==> src/rtl/and3_stim_pkg.sv <==
`default_nettype none
// ============================================================================
// Module      : and3_stim_pkg
// Description : Shared types and constants for the 3-input AND stimulus
//               generator: FSM state encoding and the Gray-order vector table.
// Revision    : 1.0 - initial release
// ============================================================================
package and3_stim_pkg;

    typedef enum logic [1:0] {
        ST_IDLE  = 2'd0,
        ST_DRIVE = 2'd1,
        ST_DONE  = 2'd2
    } state_t;

    localparam int VEC_COUNT = 8;

    // Entry i is {x,y,w} for vec_idx i; one input changes per step.
    localparam logic [VEC_COUNT-1:0][2:0] GRAY_TABLE = {
        3'b100, 3'b101, 3'b111, 3'b110,
        3'b010, 3'b011, 3'b001, 3'b000
    };

    function automatic logic [2:0] gray_vec(input logic [2:0] idx);
        return GRAY_TABLE[idx];
    endfunction

endpackage
`default_nettype wire

==> src/rtl/and3_hold_timer.sv <==
`default_nettype none
// ============================================================================
// Module      : and3_hold_timer
// Description : Per-vector hold counter, counts 0..HOLD_CYCLES-1 while enabled
//               and flags the terminal cycle.
// Revision    : 1.0 - initial release
// ============================================================================
module and3_hold_timer #(
    parameter int HOLD_CYCLES = 10
) (
    input  logic clk,
    input  logic rst,
    input  logic clr,
    input  logic en,
    output logic tc
);

    localparam logic [7:0] C_TERM = 8'(HOLD_CYCLES - 1);

    logic [7:0] cnt_q;
    logic [7:0] cnt_d;

    assign tc = en && (cnt_q == C_TERM);

    always_comb begin
        cnt_d = cnt_q;
        if (clr) begin
            cnt_d = 8'd0;
        end else if (en) begin
            cnt_d = tc ? 8'd0 : cnt_q + 8'd1;
        end
    end

    always_ff @(posedge clk) begin
        if (rst) begin
            cnt_q <= 8'd0;
        end else begin
            cnt_q <= cnt_d;
        end
    end

endmodule
`default_nettype wire

==> src/rtl/and3_stim_gen.sv <==
`default_nettype none
// ============================================================================
// Module      : and3_stim_gen
// Description : Sweeps a 3-input AND gate through all 8 input vectors in Gray
//               order; optional checker enabled by AND3_SELF_CHECK_EN.
// Revision    : 1.0 - initial release
// ============================================================================
module and3_stim_gen
    import and3_stim_pkg::*;
#(
    parameter int HOLD_CYCLES = 10
) (
    input  logic       clk,
    input  logic       rst,
    input  logic       start,
    output logic       x,
    output logic       y,
    output logic       w,
    input  logic       z,
    output logic       busy,
    output logic       done,
    output logic [2:0] vec_idx,
    output logic [7:0] err_cnt,
    output logic       pass
);

    state_t     state_q;
    state_t     state_d;
    logic [2:0] vec_q;
    logic [2:0] vec_d;
    logic       w_start_acc;
    logic       w_last;
    logic       w_tc;
    logic       w_drive;

    assign w_drive = (state_q == ST_DRIVE);

    and3_hold_timer #(
        .HOLD_CYCLES (HOLD_CYCLES)
    ) u_hold_timer (
        .clk (clk),
        .rst (rst),
        .clr (w_start_acc),
        .en  (w_drive),
        .tc  (w_tc)
    );

    always_comb begin
        state_d     = state_q;
        vec_d       = vec_q;
        w_start_acc = 1'b0;
        w_last      = 1'b0;
        case (state_q)
            ST_IDLE: begin
                if (start) begin
                    state_d     = ST_DRIVE;
                    vec_d       = 3'd0;
                    w_start_acc = 1'b1;
                end
            end
            ST_DRIVE: begin
                if (w_tc) begin
                    if (vec_q == 3'(VEC_COUNT - 1)) begin
                        state_d = ST_DONE;
                        vec_d   = 3'd0;
                        w_last  = 1'b1;
                    end else begin
                        vec_d = vec_q + 3'd1;
                    end
                end
            end
            ST_DONE: begin
                state_d = ST_IDLE;
            end
            default: begin
                state_d = ST_IDLE;
                vec_d   = 3'd0;
            end
        endcase
    end

    always_ff @(posedge clk) begin
        if (rst) begin
            state_q <= ST_IDLE;
            vec_q   <= 3'd0;
        end else begin
            state_q <= state_d;
            vec_q   <= vec_d;
        end
    end

    assign {x, y, w} = w_drive ? gray_vec(vec_q) : 3'b000;
    assign busy      = w_drive;
    assign done      = (state_q == ST_DONE);
    assign vec_idx   = vec_q;

`ifdef AND3_SELF_CHECK_EN
    logic [7:0] err_q;
    logic [7:0] err_d;
    logic       pass_q;
    logic       pass_d;
    logic       w_mismatch;

    assign w_mismatch = w_tc && (z != (x & y & w));

    // pass is resolved on entry to DONE so it is valid alongside done.
    always_comb begin
        err_d  = err_q;
        pass_d = pass_q;
        if (w_start_acc) begin
            err_d  = 8'd0;
            pass_d = 1'b0;
        end else begin
            if (w_mismatch && (err_q != 8'hFF)) begin
                err_d = err_q + 8'd1;
            end
            if (w_last) begin
                pass_d = (err_d == 8'd0);
            end
        end
    end

    always_ff @(posedge clk) begin
        if (rst) begin
            err_q  <= 8'd0;
            pass_q <= 1'b0;
        end else begin
            err_q  <= err_d;
            pass_q <= pass_d;
        end
    end

    assign err_cnt = err_q;
    assign pass    = pass_q;
`else
    logic [1:0] w_unused_sig;
    assign w_unused_sig = {z, w_last};
    assign err_cnt      = 8'd0;
    assign pass         = 1'b1;
`endif

endmodule
`default_nettype wire

==> config.mk <==
export PLATFORM = sky130hd
export DESIGN_NAME = and3_stim_gen
export DESIGN_NICKNAME = d
export VERILOG_FILES = /design/src/rtl/and3_stim_pkg.sv /design/src/rtl/and3_hold_timer.sv /design/src/rtl/and3_stim_gen.sv
export SDC_FILE = /design/constraint.sdc
export NUM_CORES = 1
export LEC_CHECK = 0
export BUFFER_PORTS_ARGS = -buffer_cell sky130_fd_sc_hd__buf_2
export CAP_MARGIN = 20
export CORE_MARGIN = 1.5
export CORE_UTILIZATION = 46
export CTS_CLUSTER_DIAMETER = 50
export CTS_CLUSTER_SIZE = 10
export DETAILED_ROUTE_END_ITERATION = 10
export PLACE_DENSITY_LB_ADDON = 0.15
export SYNTH_ARGS = -nofsm -noshare
export SYNTH_HDL_FRONTEND = slang
export SYNTH_SLANG_ARGS = --single-unit
export TNS_END_PERCENT = 1
==> constraint.sdc <==
create_clock -name clk -period 1.6 [get_ports clk]
set_clock_uncertainty 0.1 [all_clocks]
set_input_delay 0.24 -clock clk [delete_from_list [all_inputs] [get_ports clk]]
set_output_delay 0.24 -clock clk [all_outputs]
set_load 0.02 [all_outputs]
==> results of run 1 <==
==> metrics by stage <==
| step | cells | setup slack [ns] |
|---|---|---|
| after floorplan | 107 | 0.005623 |
| after global placement | 143 | -0.07973 |
| after detailed placement | 143 | -0.08033 |
| after CTS | 147 | -0.08363 |
| after global routing | 148 | -0.1479 |
| final | 148 | -0.07889 |
==> power by group through the flow <==
stage	logic [mW]	clock network (mW)	registers, mW
2_1_floorplan	0.0742	0	0.416
3_3_place_gp	0.0766	0	0.413
3_5_place_dp	0.0772	0	0.414
4_1_cts	0.0793	0.268	0.406
5_1_grt	0.0912	0.286	0.407
6_report	0.0828	0.266	0.406
==> kinds of logic (layout without fill, tap and decap cells) <==
kind of cell / count (synthesis) / in the layout / share of synthesized area, %
simple gates: 43 / 43 / 28.18
buf+inv: 18 / 34 / 12.58
flops: 16 / 16 / 35.02
compound gates: 9 / 9 / 10.26
xor+xnor: 8 / 8 / 7.660
fa+ha+maj: 4 / 4 / 5.472
other cells: 2 / 9 / 0.8211
==> how the worst min path moves through the flow <==
stage,cells past startpoint,to,startpoint
2_1_floorplan,2,state_q[0],start
5_1_grt,2,vec_idx[1],rst
3_5_place_dp,1,state_q[0],state_q[1]
3_3_place_gp,1,state_q[0],state_q[1]
6_report,2,flip-flop,rst
4_1_cts,2,flip-flop,rst
==> placed cells by master (no fill, tap or decap), types with 2 or more instances in the layout <==
| cell type | Yosys | routed |
|---|---|---|
| dfxtp_1 | 16 | 13 |
| xor2_1 | 4 | 4 |
| dfxtp_2 | 0 | 3 |
| nor2_1 | 15 | 15 |
| nor2b_1 | 2 | 2 |
| nand2_1 | 3 | 3 |
| buf_2 | 1 | 10 |
| clkbuf_4 | 0 | 3 |
| ha_1 | 4 | 3 |
| inv_1 | 5 | 4 |
| a211oi_1 | 2 | 2 |
| a211oi_4 | 2 | 2 |
| nor3_1 | 5 | 5 |
| xnor2_1 | 4 | 4 |
| and4_1 | 2 | 2 |
| buf_4 | 9 | 14 |
| and2_1 | 3 | 3 |
| conb_1 | 2 | 9 |
==> layer usage <==
layer  vias up  wire length [um]  GRT usage, %  part of all wire [%]
li1        358                 -             -                     -
met1       316               680         18.81                    46
met2        16               730         23.24                    50
met3         2                54         2.264                   3.7
met4         0                 6         6.486                  0.41
met5         -                 0             0                     0
==> critical path, stage by stage, from the launching register on <==
cell,delay [ns]
dfxtp_2,0.33
inv_2,0.05
ha_4,0.11
nor4b_4,0.27
buf_4,0.18
a211oi_2,0.07
a211oi_4,0.26
xnor2_1,0.15
nor2_1,0.05
==> cell type report <==
class                      count  area [um2]
timing repair buffer          24       155.1
sequential                    16       324.1
multi-input combinational     73       526.8
inverter                       6       27.53
clock buffer                   4       36.28
tap                           25       31.28
fill                         162       700.7
==> what timing repair did <==
action                                  in CTS  in global routing
gates resized for setup                      6                  1
endpoints found under the setup margin      14                 14
hold endpoints to repair                     0                  0
pin swaps                                    5                  3
setup buffers                                0                  1
==> results.py, run 1 <==
metrics = {
    "power": {
        "p_sw_share_pct": 24.61,
        "clkPwrFrac_pct": 35.2,
        "p_total_uw": 754.7,
        "p_int_uw": 569.0,
        "peakVddDrop_uv": 501.7,
        "total_leakage_power_nw": 0.4987,
        "power.switching_uw": 185.8,
        "powerDensity_nw_per_um2": 685.5,
        "p_seq_share_pct": 53.8,
        "combPwrFrac_pct": 11.0,
    },
    "detailed_routing": {
        "drc": 0,
        "drt_wl_total_um": 1470,
        "first_pass_iters": 4,
        "drtIter0Drc": 9,
        "via_count": 692,
        "wl_per_cell_um": 9.932,
        "ant_nets": 0,
        "viasPerCell": 4.676,
    },
    "synth": {
        "synthFlopType": "dfxtp_1",
        "synth-seq-cells": 16,
        "netlist_area_um2": 914.6,
        "postSynth.asyncResetShare_pct": 0,
        "ys_top_cells_by_count": "dfxtp_1, nor2_1, buf_4",
        "synth.yosys.warnings": 0,
        "synth_top_cell_by_area": "dfxtp_1",
        "syn_area_per_cell_um2": 9.146,
        "ys_seq_area_share_pct": 35.02,
        "netlist_instances": 100,
        "yosysMostFrequentCell": "dfxtp_1",
        "yosysTopAreaCellShare_pct": 35.02,
        "synth-edff-count": 0,
        "synth_cell_types": 36,
        "synthTopCellsByArea": "dfxtp_1, buf_4, nor2_1, ha_1, a211oi_4",
    },
    "timing": {
        "setup_ws_ns": -0.07889,
        "min_period_ns": 1.679,
        "final_max_slew_viol_count": 0,
        "rsz0062_at_grt": "true",
        "fin_hold_ws_ns": 0.1190,
        "setup_violations": 4,
        "hold_violations": 0,
        "fmax_ghz": 0.5956,
        "min_period_over_period_pct": 104.9,
        "finalSetupTns_ns": -0.1873,
    },
    "floorplan": {
        "die_w_um": 47.59,
        "initial_core_util_pct": 50.76,
        "io_pins": 21,
        "rows": 15,
        "die_area_um2": 2265,
        "die_h_um": 47.59,
        "fp.coreArea_um2": 1802,
    },
    "setup_path": {
        "crit_path_start_kind": "flip-flop",
        "crit_type": "flip-flop to flip-flop",
        "reg2reg_slack_ns": -0.08,
        "cp_max_fo": 4,
        "cp.arrival_ns": 1.76,
        "cp-end-kind": "flip-flop",
        "r2r_start": "u_hold_timer.cnt_q[1]",
        "cp-startpoint": "u_hold_timer.cnt_q[1]",
        "reg2reg_depth": 8,
        "cp_data_required_time_ns": 1.68,
    },
    "global_route": {
        "antenna_found_initial": 0,
        "grt_max_degree": 10,
        "grt_pass1_vias": 551,
        "grt_pass1_wl_um": 2290,
        "grt_use_total_pct": 14.35,
        "gr-total-overflow": 0,
    },
    "clock_tree": {
        "ctsHoldBuffers": 0,
        "cts_sinks": 16,
        "cts_root_buf": "clkbuf_4",
        "cts_tree": "yes",
        "cts_inserted_buffers": 3,
        "htreeDepth": 1,
        "clk_latency_ns": 0.28,
        "cts.clk_slew.worst_paths_ns": 0.10,
        "cts_buffer_depth": 2,
    },
    "cells_and_area": {
        "layout-drive-gt1-share_pct": 37.40,
        "design_area_um2": 1101,
        "final_util_pct": 61.11,
        "diodes": 0,
        "syn2layout_area_growth_pct": 20.38,
        "num-nets-final": 132,
    },
    "placed_design": {
        "port_buffers": 10,
        "dpl.hpwl_um": 1164,
        "postPlaceCellArea_um2": 1033,
        "place.gp.congestion": 0.7129,
    },
    "outcome": {
        "violations": "negative setup slack",
        "status": "finished with violations",
    },
    "min_path": {
        "hold_class": "input port to flip-flop",
    },
    "job": {
        "max-cap-violations": 0,
    },
}
No activity file was read; power rests on OpenSTA's default activity.
==> run 2: changes to the inputs <==
- SKIP_LAST_GASP: unset -> 1
==> results.py, run 2 (synthesis gave the netlist of run 1 again) <==
metrics = {
    "outcome": {
        "status": "finished with violations",
        "violations": "negative setup slack",
    },
    "global_route": {
        "grt_pass1_wl_um": 2290,
        "grt_max_degree": 10,
        "grt_pass1_vias": 551,
        "gr-total-overflow": 0,
        "grt_use_total_pct": 14.35,
        "antenna_found_initial": 0,
    },
    "power": {
        "p_int_uw": 566.1,
        "p_seq_share_pct": 54.3,
        "clkPwrFrac_pct": 35.3,
        "total_leakage_power_nw": 0.4925,
        "p_sw_share_pct": 24.21,
        "powerDensity_nw_per_um2": 689.4,
        "peakVddDrop_uv": 497.6,
        "power.switching_uw": 180.9,
        "combPwrFrac_pct": 10.5,
    },
    "setup_path": {
        "cp_slowest_cell": "dfxtp_1",
        "critical_path.max_stage_delay_ns": 0.37,
        "crit_type": "flip-flop to primary output",
        "reg2reg_slack_ns": -0.06,
        "cp_max_fo": 6,
        "cp_data_required_time_ns": 1.26,
        "cp-end-kind": "primary output",
        "crit_path_start_kind": "flip-flop",
        "cp_cell_sequence": "nand2b_2 -> inv_6 -> buf_4 -> and2_1 -> buf_2",
        "cp.arrival_ns": 1.33,
    },
    "placed_design": {
        "place.gp.congestion": 0.7129,
        "port_buffers": 10,
        "pre_cts_ws_ns": -0.08033,
        "dpl.hpwl_um": 1164,
    },
    "clock_tree": {
        "cts_root_buf": "clkbuf_4",
        "cts_buffer_depth": 2,
        "htreeDepth": 1,
        "cts_inserted_buffers": 3,
        "clk_latency_ns": 0.28,
        "cts.clk_slew.worst_paths_ns": 0.10,
        "cts_tree": "yes",
        "ctsHoldBuffers": 0,
        "cts_sinks": 16,
        "postCtsSetupBuffers": 0,
    },
    "cells_and_area": {
        "diodes": 0,
        "multiInputGateArea_um2": 518.0,
        "nFillCells": 169,
        "final_cell_mix": "nor2_1, dfxtp_1, buf_4",
        "final_util_pct": 60.14,
        "regArea_um2": 322.8,
        "layout_commonest_cell": "nor2_1",
        "num-nets-final": 131,
        "layout-drive-gt1-share_pct": 35.25,
        "syn2layout_area_growth_pct": 18.47,
    },
    "floorplan": {
        "initial_core_util_pct": 50.76,
        "die_h_um": 47.59,
        "io_pins": 21,
        "die_w_um": 47.59,
        "fp.coreArea_um2": 1802,
        "rows": 15,
        "die_area_um2": 2265,
    },
    "detailed_routing": {
        "drtIter0Drc": 4,
        "drc": 0,
        "drt_wl_total_um": 1429,
        "viasPerCell": 4.653,
        "ant_nets": 0,
        "wl_per_cell_um": 9.721,
        "first_pass_iters": 4,
        "via_count": 684,
    },
    "timing": {
        "fmax_ghz": 0.5987,
        "rsz0062_at_grt": "true",
        "hold_violations": 0,
        "setup_ws_ns": -0.07017,
        "final_max_slew_viol_count": 0,
        "min_period_over_period_pct": 104.4,
        "min_period_ns": 1.670,
        "setup_violations": 7,
    },
    "job": {
        "max-cap-violations": 0,
    },
    "min_path": {
        "hold_class": "input port to flip-flop",
    },
}
[run 2: cell types whose count changed in the layout (fill, tap and decap cells not counted)]
| cell | change |
|---|---|
| a21oi_1 | +1 |
| a21oi_2 | -1 |
| buf_4 | -1 |
| dfxtp_1 | +1 |
| dfxtp_2 | -1 |
| nand2b_2 | +1 |
| nand2b_4 | -1 |
[run 2: final cells by class]
cell class                      instances  share of cell area, %
Sequential cell                        16                  29.79
Clock buffer                            4                  3.349
Tap cell                               25                  2.887
Multi-Input combinational cell         73                  47.81
Timing Repair Buffer                   23                  13.63
Inverter                                6                  2.540
[run 2: worst max-delay path: cells and delay by family, from the launching register on]
kind | cells | cell delay, ns
AND/OR/NAND/NOR | 2 | 0.35
buffers and inverters | 3 | 0.33
flip-flops | 1 | 0.37
[run 2: worst paths after layout]
check / endpoint / cells after the start / startpoint
hold reg to reg: state_q[0] / 1 / state_q[1]
setup reg to reg: flip-flop / 7 / u_hold_timer.cnt_q[1]
hold / removal: vec_idx[1] / 2 / rst
setup / recovery: x / 5 / state_q[1]
[run 2: repair_timing]
action / 4_1_cts / 5_1_grt
endpoints found under the setup margin: 14 / 16
hold endpoints to repair: 0 / 0
pin swaps: 3 / 3
resized for setup: 4 / 0
[run 2: power groups by stage]
stage               sequential [mW]  combinational (mW)  clock [mW]
global route                  0.406              0.0867       0.286
floorplan                     0.416              0.0742           0
finish                        0.405              0.0783       0.263
global placement              0.413              0.0766           0
CTS                           0.405              0.0787       0.268
detailed placement            0.414              0.0772           0
[run 2: per-layer routing]
metal	vias to the layer above	track usage (%)	routed length (um)
li1	358	-	-
met1	312	18.81	670
met5	-	0	0
met2	12	23.24	706
met3	2	2.264	46
met4	0	6.486	6
[run 2: metrics by stage]
stage	hold slack, ns	setup TNS [ns]	instances	instance area [um2]	power [mW]
2_1_floorplan	0.3101	0	107	942.2	0.4904
3_3_place_gp	0.3358	-0.1979	143	1033	0.4901
3_5_place_dp	0.3551	-0.2359	143	1033	0.4908
4_1_cts	0.1209	-0.4708	147	1084	0.7521
5_1_grt	0.1268	-1.218	147	1084	0.7789
6_report	0.1260	-0.3467	147	1084	0.7470
==> run 3: changes to the inputs <==
- ABC_AREA: unset -> 1
- TNS_END_PERCENT: 1 -> 50
==> results.py, run 3 <==
metrics = {
    "power": {
        "peakVddDrop_uv": 495.0,
        "total_leakage_power_nw": 0.4837,
        "p_total_uw": 791.1,
        "powerDensity_nw_per_um2": 771.1,
    },
    "detailed_routing": {
        "drc": 0,
        "wl_per_cell_um": 9.621,
        "first_pass_iters": 4,
        "via_count": 738,
        "drt_wl_total_um": 1549,
        "ant_nets": 0,
        "viasPerCell": 4.584,
        "drtIter0Drc": 14,
    },
    "cells_and_area": {
        "layout.cells.non_filler": 161,
        "layout-drive-gt1-share_pct": 25.00,
        "num-nets-final": 146,
        "layout_commonest_cell": "nand2_1",
        "syn2layout_area_growth_pct": 12.48,
        "final_util_pct": 56.94,
        "diodes": 0,
        "final_cell_mix": "nand2_1, inv_1, nor2_1",
    },
    "clock_tree": {
        "clk_latency_ns": 0.28,
        "ctsHoldBuffers": 0,
        "cts_tree": "yes",
        "cts_buffer_depth": 2,
        "cts.clk_slew.worst_paths_ns": 0.09,
        "htreeDepth": 1,
        "cts_sinks": 16,
        "cts_root_buf": "clkbuf_4",
        "cts_inserted_buffers": 3,
    },
    "synth": {
        "yosysMostFrequentCell": "nand2_1",
        "synth_top_cell_by_area": "dfxtp_1",
        "yosysTopAreaCellShare_pct": 35.12,
        "synth.yosys.warnings": 0,
        "synth-seq-cells": 16,
        "syn_area_per_cell_um2": 7.538,
        "ys_top_cells_by_count": "nand2_1, nor2_1, dfxtp_1, inv_1",
        "netlist_area_um2": 912.1,
        "postSynth.asyncResetShare_pct": 0,
        "synth-edff-count": 0,
        "synthTopCellsByArea": "dfxtp_1, buf_4, nand2_1, nor2_1, inv_1",
        "synth_cell_types": 26,
        "netlist_instances": 121,
        "ys_seq_area_share_pct": 35.12,
        "synthFlopType": "dfxtp_1",
    },
    "outcome": {
        "status": "completed",
    },
    "global_route": {
        "gr-total-overflow": 0,
        "grt_use_total_pct": 15.55,
        "grt_pass1_wl_um": 2394,
        "grt_pass1_vias": 579,
        "grt_max_degree": 9,
        "antenna_found_initial": 0,
    },
    "setup_path": {
        "cp_cell_sequence": "inv_1 -> nand2_1 -> buf_4 -> nor2_1 -> buf_2",
        "crit_path_start_kind": "flip-flop",
        "cp_slowest_cell": "dfxtp_1",
        "cp_data_required_time_ns": 1.26,
        "r2r_start": "u_hold_timer.cnt_q[1]",
        "r2r_end": "u_hold_timer.cnt_q[1]",
        "cp-end-kind": "primary output",
        "crit_type": "flip-flop to primary output",
        "cp.arrival_ns": 1.17,
        "reg2reg_slack_ns": 0.10,
        "reg2reg_depth": 7,
        "cp_max_fo": 4,
        "critical_path.max_stage_delay_ns": 0.33,
    },
    "min_path": {
        "holdPathStages": 2,
        "hold_class": "input port to flip-flop",
        "min_from": "rst",
        "whs_endpoint": "vec_idx[1]",
    },
    "timing": {
        "final_max_slew_viol_count": 0,
        "setup_violations": 0,
        "fmax_ghz": 0.6626,
        "rsz0062_at_grt": "true",
        "min_period_over_period_pct": 94.33,
        "min_period_ns": 1.509,
        "hold_violations": 0,
        "setup_ws_ns": 0.09074,
        "finalSetupTns_ns": 0,
    },
    "floorplan": {
        "die_w_um": 47.53,
        "die_area_um2": 2259,
        "initial_core_util_pct": 50.63,
        "rows": 15,
        "die_h_um": 47.53,
        "io_pins": 21,
        "fp.coreArea_um2": 1802,
    },
    "placed_design": {
        "place.gp.congestion": 0.7456,
        "place_inst": 156,
        "dpl.hpwl_um": 1192,
        "port_buffers": 10,
        "pre_cts_ws_ns": 0.08382,
    },
    "job": {
        "max-cap-violations": 0,
    },
}
-- run 3: changes by cell type in the layout (fill, tap and decap cells not counted), sizes merged, moves of 4 or more --
cell	change
inv	+11
nand3	+11
buf	-8
nand2	+18
a211oi	-4
and2	-4
-- run 3: logic make-up (layout without fill, tap and decap cells) --
group / Yosys count / in the layout / synth area share, %
buf+inv: 27 / 35 / 15.23
compound gates: 9 / 9 / 7.544
xor+xnor: 2 / 2 / 1.921
simple gates: 61 / 61 / 33.88
flops: 16 / 16 / 35.12
other cells: 2 / 9 / 0.8234
fa+ha+maj: 4 / 4 / 5.487
-- run 3: area by class of cell --
class / count / area [um2]
Fill cell: 183 / 775.7
Multi-Input combinational cell: 85 / 491.7
Sequential cell: 16 / 326.6
Timing Repair Buffer: 15 / 90.09
Inverter: 17 / 63.81
Tap cell: 25 / 31.28
Clock buffer: 3 / 22.52
-- run 3: report_power, final --
part | switching (mW) | leakage (nW) | internal, mW | total (mW)
combinational | 0.113 | 0.338 | 0.0499 | 0.163
clock | 0.120 | 0.0138 | 0.0875 | 0.207
sequential | 0.0106 | 0.131 | 0.410 | 0.421
-- run 3: metrics by stage --
step | hold slack, ns | area [um2]
after global placement | 0.3933 | 967.2
after global routing | 0.07709 | 1026
after floorplan | 0.2124 | 938.4
after detailed placement | 0.3889 | 967.2
after CTS | 0.07407 | 989.7
final | 0.08634 | 1026
-- run 3: how the worst max path moves through the flow --
| stage | start | to | slack, ns | cells after the start |
|---|---|---|---|---|
| 2_1_floorplan | vec_idx[0] | flip-flop | 0.13 | 10 |
| 3_3_place_gp | u_hold_timer.cnt_q[1] | flip-flop | 0.12 | 8 |
| 3_5_place_dp | u_hold_timer.cnt_q[1] | flip-flop | 0.08 | 8 |
| 4_1_cts | u_hold_timer.cnt_q[1] | flip-flop | 0.06 | 8 |
| 5_1_grt | state_q[1] | w | -0.02 | 5 |
| 6_report | state_q[1] | y | 0.09 | 5 |
-- run 3: critical path, delay by kind of cell (launching register included) --
kind                   cells  cell delay (ns)
flip-flops                 1             0.33
AND/OR/NAND/NOR            2             0.16
buffers and inverters      3             0.40
-- run 3: routing by layer --
| layer | share of wire, % | vias to the layer above | GRT usage, % | wire length (um) |
|---|---|---|---|---|
| met2 | 44 | 20 | 22.97 | 680 |
| met3 | 5.2 | 2 | 5.660 | 80 |
| met1 | 50 | 321 | 20.55 | 774 |
| met5 | 0 | - | 0 | 0 |
| met4 | 0.84 | 0 | 6.486 | 13 |
| li1 | - | 395 | - | - |
-- run 3: what timing repair did --
item | in CTS | in global routing
resized for setup | 0 | 8
setup endpoints to repair | 0 | 8
setup buffers | 0 | 2
